[src/rtl/cpu_run_ctrl_pkg.sv]
// Shared types and default constants for the CPU run controller.
// Optional feature macro: RUN_CTRL_TIMEOUT_EN (adds the TIMEOUT state).
package run_ctrl_pkg;

  localparam int TIMEOUT_DEF = 4096;
  localparam int RST_CYC_DEF = 2;
  localparam int MEM_AW      = 8;

  typedef enum logic [2:0] {
    ST_IDLE    = 3'd0,
    ST_LOAD    = 3'd1,
    ST_RST     = 3'd2,
    ST_RUN     = 3'd3,
`ifdef RUN_CTRL_TIMEOUT_EN
    ST_TIMEOUT = 3'd5,
`endif
    ST_DONE    = 3'd4
  } run_state_t;

endpackage

[src/rtl/cpu_run_ctrl_if.sv]
// Preload stream, data-memory write port and core handshake bundle.
// master = run controller side, slave = harness/core side.
interface cpu_run_ctrl_if;
  import run_ctrl_pkg::*;

  logic              ld_valid;
  logic [7:0]        ld_data;
  logic              ld_last;
  logic              ld_ready;
  logic              mem_wr_en;
  logic [MEM_AW-1:0] mem_addr;
  logic [7:0]        mem_wr_data;
  logic              core_reset;
  logic              core_req;
  logic              core_done;

  modport master (
    input  ld_valid, ld_data, ld_last, core_done,
    output ld_ready, mem_wr_en, mem_addr, mem_wr_data, core_reset, core_req
  );

  modport slave (
    output ld_valid, ld_data, ld_last, core_done,
    input  ld_ready, mem_wr_en, mem_addr, mem_wr_data, core_reset, core_req
  );
endinterface

[src/rtl/cpu_run_ctrl_timer.sv]
// RUN-cycle counter with clear, enable (freeze when low) and timeout match.
// With RUN_CTRL_TIMEOUT_EN undefined the counter saturates and has no match output.
module run_timer #(
  parameter int CW      = 16,
  parameter int TIMEOUT = 4096
) (
  input  logic          clk,
  input  logic          reset,
  input  logic          clr_i,
  input  logic          en_i,
  output logic [CW-1:0] count_o
`ifdef RUN_CTRL_TIMEOUT_EN
  ,
  output logic          tmo_o
`endif
);

  logic [CW-1:0] count_q, count_d;

  // next count: clear has priority, otherwise count while enabled
  always_comb begin
    count_d = count_q;
    if (clr_i) begin
      count_d = '0;
    end else if (en_i) begin
`ifdef RUN_CTRL_TIMEOUT_EN
      count_d = count_q + CW'(1);
`else
      if (count_q != {CW{1'b1}}) count_d = count_q + CW'(1);
`endif
    end
  end

  // counter register
  always_ff @(posedge clk) begin
    if (reset) count_q <= '0;
    else       count_q <= count_d;
  end

  assign count_o = count_q;
`ifdef RUN_CTRL_TIMEOUT_EN
  assign tmo_o = (count_q == CW'(TIMEOUT - 1));
`endif

endmodule

[src/rtl/cpu_run_ctrl.sv]
// Run controller: preloads data memory from a byte stream, holds the core in
// reset for RST_CYC cycles, pulses req, then counts RUN cycles until done.
// Optional feature macro: RUN_CTRL_TIMEOUT_EN (TIMEOUT abort state).
module cpu_run_ctrl
  import run_ctrl_pkg::*;
#(
  parameter int CW      = 16,
  parameter int TIMEOUT = TIMEOUT_DEF,
  parameter int RST_CYC = RST_CYC_DEF
) (
  input  logic                clk,
  input  logic                reset,
  input  logic                start,
  cpu_run_ctrl_if.master      bus,
  output logic                busy,
  output logic                finished,
  output logic                timed_out,
  output logic [CW-1:0]       cycle_count
);

  localparam int RW = (RST_CYC > 1) ? $clog2(RST_CYC) : 1;

  run_state_t        state_q, state_d;
  logic [RW-1:0]     rst_cnt_q;
  logic [MEM_AW-1:0] addr_cnt_q;
  logic              wr_en_q;
  logic [MEM_AW-1:0] mem_addr_q;
  logic [7:0]        wr_data_q;
  logic              core_reset_q, core_req_q;
  logic              busy_q, finished_q;
  logic              accept, start_ok, tmo_hit;

  assign bus.ld_ready = (state_q == ST_LOAD);
  assign accept       = bus.ld_valid && (state_q == ST_LOAD);
  assign start_ok     = start && !(state_q == ST_LOAD || state_q == ST_RST || state_q == ST_RUN);

  run_timer #(.CW(CW), .TIMEOUT(TIMEOUT)) u_timer (
    .clk     (clk),
    .reset   (reset),
    .clr_i   (start_ok),
    .en_i    ((state_q == ST_RUN) && !bus.core_done),
    .count_o (cycle_count)
`ifdef RUN_CTRL_TIMEOUT_EN
    ,
    .tmo_o   (tmo_hit)
`endif
  );
`ifndef RUN_CTRL_TIMEOUT_EN
  assign tmo_hit = 1'b0;
`endif

  // next-state decode; done beats timeout in the same cycle
  always_comb begin
    state_d = state_q;
    case (state_q)
      ST_IDLE, ST_DONE: if (start_ok) state_d = ST_LOAD;
`ifdef RUN_CTRL_TIMEOUT_EN
      ST_TIMEOUT:       if (start_ok) state_d = ST_LOAD;
`endif
      ST_LOAD: if (accept && (bus.ld_last || addr_cnt_q == {MEM_AW{1'b1}})) state_d = ST_RST;
      ST_RST:  if (rst_cnt_q == RW'(RST_CYC - 1)) state_d = ST_RUN;
      ST_RUN: begin
        if (bus.core_done) state_d = ST_DONE;
`ifdef RUN_CTRL_TIMEOUT_EN
        else if (tmo_hit) state_d = ST_TIMEOUT;
`endif
      end
      default: state_d = ST_IDLE;
    endcase
  end

  // state, preload datapath and registered outputs decoded from next state
  always_ff @(posedge clk) begin
    if (reset) begin
      state_q      <= ST_IDLE;
      rst_cnt_q    <= '0;
      addr_cnt_q   <= '0;
      wr_en_q      <= 1'b0;
      mem_addr_q   <= '0;
      wr_data_q    <= '0;
      core_reset_q <= 1'b1;
      core_req_q   <= 1'b0;
      busy_q       <= 1'b0;
      finished_q   <= 1'b0;
    end else begin
      state_q   <= state_d;
      rst_cnt_q <= (state_q == ST_RST && state_d == ST_RST) ? rst_cnt_q + RW'(1) : '0;
      if (start_ok)    addr_cnt_q <= '0;
      else if (accept) addr_cnt_q <= addr_cnt_q + MEM_AW'(1);
      wr_en_q <= accept;
      if (accept) begin
        mem_addr_q <= addr_cnt_q;
        wr_data_q  <= bus.ld_data;
      end
      core_reset_q <= (state_d == ST_IDLE) || (state_d == ST_LOAD) || (state_d == ST_RST);
      core_req_q   <= (state_d == ST_RUN) && (state_q != ST_RUN);
      busy_q       <= (state_d == ST_LOAD) || (state_d == ST_RST) || (state_d == ST_RUN);
      finished_q   <= (state_d == ST_DONE);
    end
  end

`ifdef RUN_CTRL_TIMEOUT_EN
  logic timed_out_q;
  // sticky timeout flag, cleared by reset or restart
  always_ff @(posedge clk) begin
    if (reset) timed_out_q <= 1'b0;
    else       timed_out_q <= (state_d == ST_TIMEOUT);
  end
  assign timed_out = timed_out_q;
`else
  assign timed_out = 1'b0;
`endif

  assign bus.mem_wr_en   = wr_en_q;
  assign bus.mem_addr    = mem_addr_q;
  assign bus.mem_wr_data = wr_data_q;
  assign bus.core_reset  = core_reset_q;
  assign bus.core_req    = core_req_q;
  assign busy            = busy_q;
  assign finished        = finished_q;

endmodule

[src/flat_wrapper.sv]
// flat-port wrapper written by rule: the top's interface ports become plain ports
module cpu_run_ctrl_flat import run_ctrl_pkg::*;
#(
  parameter int CW      = 16,
  parameter int TIMEOUT = TIMEOUT_DEF,
  parameter int RST_CYC = RST_CYC_DEF
)
  (clk, reset, start, busy, finished, timed_out, cycle_count, bus_ld_valid, bus_ld_data, bus_ld_last, bus_core_done, bus_ld_ready, bus_mem_wr_en, bus_mem_addr, bus_mem_wr_data, bus_core_reset, bus_core_req);
  cpu_run_ctrl_if bus_i ();
  input  logic clk;
  input  logic reset;
  input  logic start;
  output logic busy;
  output logic finished;
  output logic timed_out;
  output logic [CW-1:0] cycle_count;
  input wire logic [$bits(bus_i.ld_valid)-1:0] bus_ld_valid;
  input wire logic [$bits(bus_i.ld_data)-1:0] bus_ld_data;
  input wire logic [$bits(bus_i.ld_last)-1:0] bus_ld_last;
  input wire logic [$bits(bus_i.core_done)-1:0] bus_core_done;
  output wire logic [$bits(bus_i.ld_ready)-1:0] bus_ld_ready;
  output wire logic [$bits(bus_i.mem_wr_en)-1:0] bus_mem_wr_en;
  output wire logic [$bits(bus_i.mem_addr)-1:0] bus_mem_addr;
  output wire logic [$bits(bus_i.mem_wr_data)-1:0] bus_mem_wr_data;
  output wire logic [$bits(bus_i.core_reset)-1:0] bus_core_reset;
  output wire logic [$bits(bus_i.core_req)-1:0] bus_core_req;
  assign bus_i.ld_valid = bus_ld_valid;
  assign bus_i.ld_data = bus_ld_data;
  assign bus_i.ld_last = bus_ld_last;
  assign bus_i.core_done = bus_core_done;
  assign bus_ld_ready = bus_i.ld_ready;
  assign bus_mem_wr_en = bus_i.mem_wr_en;
  assign bus_mem_addr = bus_i.mem_addr;
  assign bus_mem_wr_data = bus_i.mem_wr_data;
  assign bus_core_reset = bus_i.core_reset;
  assign bus_core_req = bus_i.core_req;
  cpu_run_ctrl #(.CW(CW), .TIMEOUT(TIMEOUT), .RST_CYC(RST_CYC)) u_core (.clk(clk), .reset(reset), .start(start), .bus(bus_i), .busy(busy), .finished(finished), .timed_out(timed_out), .cycle_count(cycle_count));
endmodule
[config.mk]
export PLATFORM = sky130hd
export DESIGN_NAME = cpu_run_ctrl_flat
export DESIGN_NICKNAME = d
export VERILOG_FILES = /design/src/rtl/cpu_run_ctrl_pkg.sv /design/src/rtl/cpu_run_ctrl_if.sv /design/src/rtl/cpu_run_ctrl_timer.sv /design/src/rtl/cpu_run_ctrl.sv /design/src/flat_wrapper.sv
export SDC_FILE = /design/constraint.sdc
export NUM_CORES = 1
export LEC_CHECK = 0
export CELL_PAD_IN_SITES_DETAIL_PLACEMENT = 1
export CELL_PAD_IN_SITES_GLOBAL_PLACEMENT = 1
export CORE_MARGIN = 1
export CORE_UTILIZATION = 38
export CTS_CLUSTER_DIAMETER = 120
export DETAILED_ROUTE_END_ITERATION = 6
export HOLD_SLACK_MARGIN = 0.02
export PLACE_DENSITY = 0.92
export SKIP_LAST_GASP = 1
export SLEW_MARGIN = 20
export SYNTH_ARGS = -nofsm -noshare
export SYNTH_HDL_FRONTEND = slang
export SYNTH_SLANG_ARGS = --single-unit
[constraint.sdc]
create_clock -name clk -period 3.15 [get_ports clk]
set_input_delay 0.7875 -clock clk [delete_from_list [all_inputs] [get_ports clk]]
set_output_delay 0.7875 -clock clk [all_outputs]
set_load 0.005 [all_outputs]
==> results of run 1 <==
-- layout by cell type, fill, tap and decap left out, drive strengths merged, types with 2 or more instances in the layout --
cell type / instances
inv: 4
a21oi: 21
nor3: 3
nand2: 45
and3: 2
buf: 3
nand4: 4
xnor2: 4
or3: 2
nor2: 34
a31oi: 3
nor4: 2
clkdlybuf4s50: 51
o211ai: 4
clkbuf: 5
xor2: 17
ha: 2
nand3: 6
and4bb: 2
dfxtp: 49
o2111ai: 4
mux2i: 2
o21ai: 5
nand2b: 3
bufinv: 2
-- path summary, 6_finish.rpt --
| kind | start | slack, ns | to |
|---|---|---|---|
| worst min register to register | u_core.rst_cnt_q | 0.43 | u_core.rst_cnt_q |
| worst max register to register | u_core.u_timer.count_o[0] | 1.08 | u_core.u_timer.count_o[1] |
| worst max-delay path | u_core.state_q[0] | 0.62 | bus_ld_ready |
| worst min-delay path | u_core.rst_cnt_q | 0.43 | u_core.rst_cnt_q |
-- metal layers --
| metal | track usage [%] | vias to the layer above | wire (µm) |
|---|---|---|---|
| met3 | 6.08 | 6 | 263 |
| li1 | - | 920 | - |
| met5 | 0 | - | 0 |
| met1 | 22.3 | 914 | 2280 |
| met4 | 5.56 | 0 | 55 |
| met2 | 33.8 | 45 | 2490 |
-- logic make-up after synthesis --
group / after synthesis
DFF: 49
muxes: 2
adders and majority gates: 2
and+or+nand+nor: 110
buffers and inverters: 17
other: 1
xor gates and xnor gates: 21
AOI/OAI and AO/OA: 42
-- sequential cells by signal (all words and copies together) (netlist names) --
name	count
u_core.u_timer.count_o	16
u_core.addr_cnt_q	8
u_core.bus.mem_addr	8
u_core.bus.mem_wr_data	8
u_core.state_q	3
u_core.bus.core_req	1
u_core.bus.core_reset	1
u_core.bus.mem_wr_en	1
u_core.busy	1
u_core.finished	1
u_core.rst_cnt_q	1
-- cell type report --
cell class	count	area (µm²)	area share, %
tap	70	87.6	3.17
clock buffer	5	68.8	2.49
clock inverter	3	65.1	2.35
inverter	4	15.0	0.543
multi-input combinational	178	1010	36.7
sequential	49	981	35.5
timing repair buffer	54	533	19.3
-- power by group through the flow --
stage | Combinational (W) | Clock [W] | Sequential (W)
floorplan | 0.0000470 | 0 | 0.000648
global placement | 0.0000871 | 0 | 0.000652
detailed placement | 0.0000895 | 0 | 0.000652
CTS | 0.0000902 | 0.000551 | 0.000638
global route | 0.0000988 | 0.000576 | 0.000640
finish | 0.0000890 | 0.000538 | 0.000638
-- metrics by stage --
step | worst slack (ns) | power [W] | area, µm² | instances
after floorplan | 1.29 | 0.000695 | 2070 | 244
after global placement | 0.669 | 0.000739 | 2630 | 355
after detailed placement | 0.601 | 0.000742 | 2630 | 355
after CTS | 0.637 | 0.00128 | 2770 | 363
after global routing | 0.523 | 0.00132 | 2770 | 363
final | 0.625 | 0.00126 | 2770 | 363
==> results.sh, run 1 <==
export IMPL_outcome="completed"
export IMPL_postCtsHoldBufs=0
export IMPL_core_um2=5170
export IMPL_cts_resized=0
export IMPL_wl_per_cell_um=14.0
export IMPL_final_util_pct=53.5
export IMPL_antenna_found_initial=0
export IMPL_area_growth_pct=33.5
export IMPL_cp_depth=2
export IMPL_synth_fp_nets=260
export IMPL_grt_pass1_vias=1853
export IMPL_ir_worst_vdd_uv=188
export IMPL_synth_edf_count=0
export IMPL_start_util_pct=40.1
export IMPL_clk_pin_slew_ns=0.09
export IMPL_drive_gt1_share_pct=6.14
export IMPL_io_buffers=51
export IMPL_crit_buf_inv=1
export IMPL_overflow=0
export IMPL_yosysMostFrequentCell="dfxtp_1"
export IMPL_vias_per_cell=5.19
export IMPL_post_dp_hpwl_um=3490
export IMPL_clock_skew_ns=0.00590
export IMPL_cpPeakStageDelay_ns=0.57
export IMPL_setup_violations=0
export IMPL_cts_root_buf="clkbuf_8"
export IMPL_routed_via_count=1885
export IMPL_synthXorXnorAreaFrac_pct=8.88
export IMPL_drt_total_wl_um=5090
export IMPL_period_share_pct=80.2
export IMPL_fillCellCount=609
export IMPL_worst_pin_slew_ns=0.585
export IMPL_rsz0062_at_grt="no"
export IMPL_p_clk_share_pct=42.5
export IMPL_fmax_mhz=396
export IMPL_p_int_w=0.000990
export IMPL_synthArstFlopShare_pct=0
export IMPL_syn_area_um2=2070
export IMPL_slew_headroom_pct=60.9
export IMPL_h_tree_depth=2
export IMPL_dr_pass1_iters=4
export IMPL_seq_power_share_pct=50.5
export IMPL_cellLeakagePower_nw=0.958
export IMPL_critical_path_max_fanout=12
export IMPL_drc=0
export IMPL_setup_tns_final_ns=0
export IMPL_ant_nets=0
export IMPL_synth_flop_cell="dfxtp_1"
export IMPL_synth_commonest_cells="49 x dfxtp_1, 45 x nand2_1, 34 x nor2_1"
export IMPL_fin_nets=308
export IMPL_dieArea_um2=5750
export IMPL_p_switching_w=0.000275
export IMPL_path_cells="nor3b_2 -> clkdlybuf4s50_1"
export IMPL_cp_top_family="flip-flops"
export IMPL_numCtsBuffers=5
export IMPL_synthSimpleGateAreaFrac_pct=25.4
export IMPL_syn_inst=244
export IMPL_startpoint_type="register"
export IMPL_ios=53
export IMPL_p_sw_share_pct=21.8
export IMPL_yosysUniqueCellTypes=41
export IMPL_yosys_warnings=0
export IMPL_powerDensity_nw_per_um2=457
export IMPL_cts_sinks=49
export IMPL_synth_largest_area_cell="dfxtp_1"
export IMPL_synth_adder_area_share_pct=1.21
export IMPL_cp_arrival_ns=1.74
export IMPL_antenna_cells=0
export IMPL_cts_tree="done"
export IMPL_grt_pass1_wl_um=8330
export IMPL_syn_avg_cell_area_um2=8.49
export IMPL_clock_path_buffers=2
export IMPL_synth_top_family_by_area="simple AND/OR/NAND/NOR gates"
export IMPL_holdPathStages=1
export IMPL_drt_iter0_drc=57
export IMPL_netlist_area_leader_share_pct=47.3
export IMPL_required_ns=2.36
export IMPL_synth_compound_area_share_pct=12.4
export IMPL_finalCriticalPeriod_ns=2.53
export IMPL_pwr_share_comb_pct=7.0
export IMPL_clk_latency_ns=0.31
export IMPL_routabilityCongestion=0.759
export IMPL_worst_hold_slack_ns=0.434
export IMPL_hold_path_class="reg -> reg"
export IMPL_cap_viol_max_count=0
export IMPL_r2r_cells=6
export IMPL_ys_ff_latch=49
export IMPL_ys_seq_area_share_pct=47.3
export IMPL_grt_max_degree=25
export IMPL_cts_setup_buffers=0
export IMPL_synthMuxAreaShare_pct=0.966
export IMPL_hold_viol_final=0
export IMPL_critPathSlowestCell="dfxtp_1"
export IMPL_path_class="reg -> out"
export IMPL_drv_slew=0
export IMPL_rows=26
export IMPL_grtUsageTotal_pct=19.2
export IMPL_synth_area_leaders="dfxtp_1 47%, nand2_1 8.2%, xor2_1 7.2%"
export IMPL_fp_dieW_um=75.8
export IMPL_die_h_um=75.8
export IMPL_critPathCaptureType="primary output"
Note: power is estimated with default switching activity, not from simulation.
==> run 2, diff against run 1 <==
CORE_UTILIZATION = 32   (was 38)
PLACE_DENSITY = 0.83   (was 0.92)
clock period = 2.3 ns   (was 3.15 ns; I/O delays follow)
==> run 2 against run 1 <==
- non-clock buffer count is 4 higher
- sequential power is 36% higher
- register-to-register slack worse by 0.79 ns
- final cell count is 2.5% higher
- critical path depth stayed put
- count of clock-buffer cells in the layout is 2 higher
- combinational power is 52% higher
- first-iteration DRC count is 5.3% higher
- design area is 0.68% higher
- clock power is 18% higher
- clock skew hardly changed
==> results.sh, run 2 (synthesis gave the netlist of run 1 again) <==
export IMPL_dieArea_um2=6800
export IMPL_clk_latency_ns=0.30
export IMPL_path_class="reg -> out"
export IMPL_cellLeakagePower_nw=0.968
export IMPL_critical_path_max_fanout=9
export IMPL_cts_setup_buffers=0
export IMPL_grt_max_degree=25
export IMPL_mostFrequentLayoutCells="51 x clkdlybuf4s50_1, 49 x dfxtp_1, 45 x nand2_1"
export IMPL_grtUsageTotal_pct=16.3
export IMPL_drv_slew=0
export IMPL_largest_reg_flops=16
export IMPL_overflow=0
export IMPL_critPathCaptureType="primary output"
export IMPL_final_util_pct=45.7
export IMPL_clk_pin_slew_ns=0.09
export IMPL_required_ns=1.73
export IMPL_cts_sinks=49
export IMPL_ios=53
export IMPL_dr_pass1_iters=4
export IMPL_grt_pass1_wl_um=8460
export IMPL_post_dp_hpwl_um=3650
export IMPL_postCtsHoldBufs=0
export IMPL_cts_resized=0
export IMPL_drive_gt1_share_pct=7.07
export IMPL_antenna_cells=0
export IMPL_rows=28
export IMPL_mostFrequentLayoutCell="clkdlybuf4s50_1"
export IMPL_r2r_end="u_core.u_timer.count_o[1]"
export IMPL_period_share_pct=91.2
export IMPL_setup_violations=0
export IMPL_hold_path_class="reg -> reg"
export IMPL_clock_path_buffers=2
export IMPL_drt_iter0_drc=60
export IMPL_hold_viol_final=0
export IMPL_setup_worst_path_start="u_core.state_q[2]"
export IMPL_r2r_cells=6
export IMPL_setup_tns_final_ns=0
export IMPL_cap_viol_max_count=0
export IMPL_routed_via_count=1860
export IMPL_antenna_found_initial=0
export IMPL_finalCriticalPeriod_ns=2.10
export IMPL_fin_nets=312
export IMPL_r2r_start="u_core.u_timer.count_o[0]"
export IMPL_preCtsSetupSlack_ns=0.0561
export IMPL_cts_tree="done"
export IMPL_rsz0062_at_grt="no"
export IMPL_clock_skew_ns=0.00614
export IMPL_drt_total_wl_um=5010
export IMPL_area_growth_pct=34.4
export IMPL_grt_pass1_vias=1835
export IMPL_worst_pin_slew_ns=0.554
export IMPL_die_h_um=82.5
export IMPL_crit_end="bus_ld_ready"
export IMPL_drc=0
export IMPL_fmax_mhz=477
export IMPL_ir_worst_vdd_uv=254
export IMPL_r2r_slack_ns=0.29
export IMPL_cts_root_buf="clkbuf_8"
export IMPL_vias_per_cell=5.00
export IMPL_routabilityCongestion=0.789
export IMPL_cp_arrival_ns=1.52
export IMPL_powerDensity_nw_per_um2=589
export IMPL_ant_nets=0
export IMPL_numCtsBuffers=5
export IMPL_h_tree_depth=2
export IMPL_startpoint_type="register"
export IMPL_fp_dieW_um=82.5
export IMPL_core_um2=6100
export IMPL_io_buffers=51
export IMPL_start_util_pct=34.0
export IMPL_slew_headroom_pct=63.0
export IMPL_fin_ws_ns=0.203
export IMPL_wl_per_cell_um=13.5
export IMPL_worst_hold_slack_ns=0.427
export IMPL_outcome="completed"
## run 2: changes by cell type in the layout (fill, tap and decap cells not counted)
cell,previous run,this run
clkbuf_1,0,1
clkbuf_8,5,6
buf_4,3,7
clkinv_2,1,0
bufinv_16,2,1
## run 2: worst min path at each step
stage	to	cells after the start	from
3_5_place_dp	u_core.rst_cnt_q	1	u_core.rst_cnt_q
2_1_floorplan	u_core.rst_cnt_q	1	u_core.rst_cnt_q
4_1_cts	u_core.rst_cnt_q	1	u_core.rst_cnt_q
5_1_grt	u_core.rst_cnt_q	1	u_core.rst_cnt_q
3_3_place_gp	u_core.rst_cnt_q	1	u_core.rst_cnt_q
6_report	u_core.rst_cnt_q	1	u_core.rst_cnt_q
## run 2: final cells by class
type	count	area, µm²
fillers	737	3310
multi-input cells	178	1010
flip-flops and latches	49	981
repair buffers	58	563
well taps	75	93.8
clock buffers	7	86.3
clock inverters	1	30.0
inverters	4	15.0
## run 2: power by group
part / total, W / switching (W) / internal, W
combinational: 0.000135 / 0.0000672 / 0.0000676
sequential: 0.000869 / 0.00000819 / 0.000861
clock: 0.000636 / 0.000282 / 0.000355
total: 0.00164 / 0.000357 / 0.00128
## run 2: worst max-delay path, cell delays in order, from the launching register on
cell and delay, ns:
dfxtp_1 0.41, nor3b_2 0.27, clkdlybuf4s50_1 0.55
## run 2: stage by stage
stage          power, W  cell area [µm²]  instances
2_1_floorplan  0.000952             2070        244
3_3_place_gp    0.00102             2670        364
3_5_place_dp    0.00103             2670        364
4_1_cts         0.00166             2780        372
5_1_grt         0.00172             2780        372
6_report        0.00164             2780        372
## run 2: layer usage
layer | vias to the layer above | global-route usage [%] | routed length, µm
met4 | 0 | 5.26 | 59
met5 | - | 0 | 0
met2 | 46 | 27.3 | 2250
met3 | 7 | 5.60 | 305
li1 | 928 | - | -
met1 | 879 | 19.5 | 2390
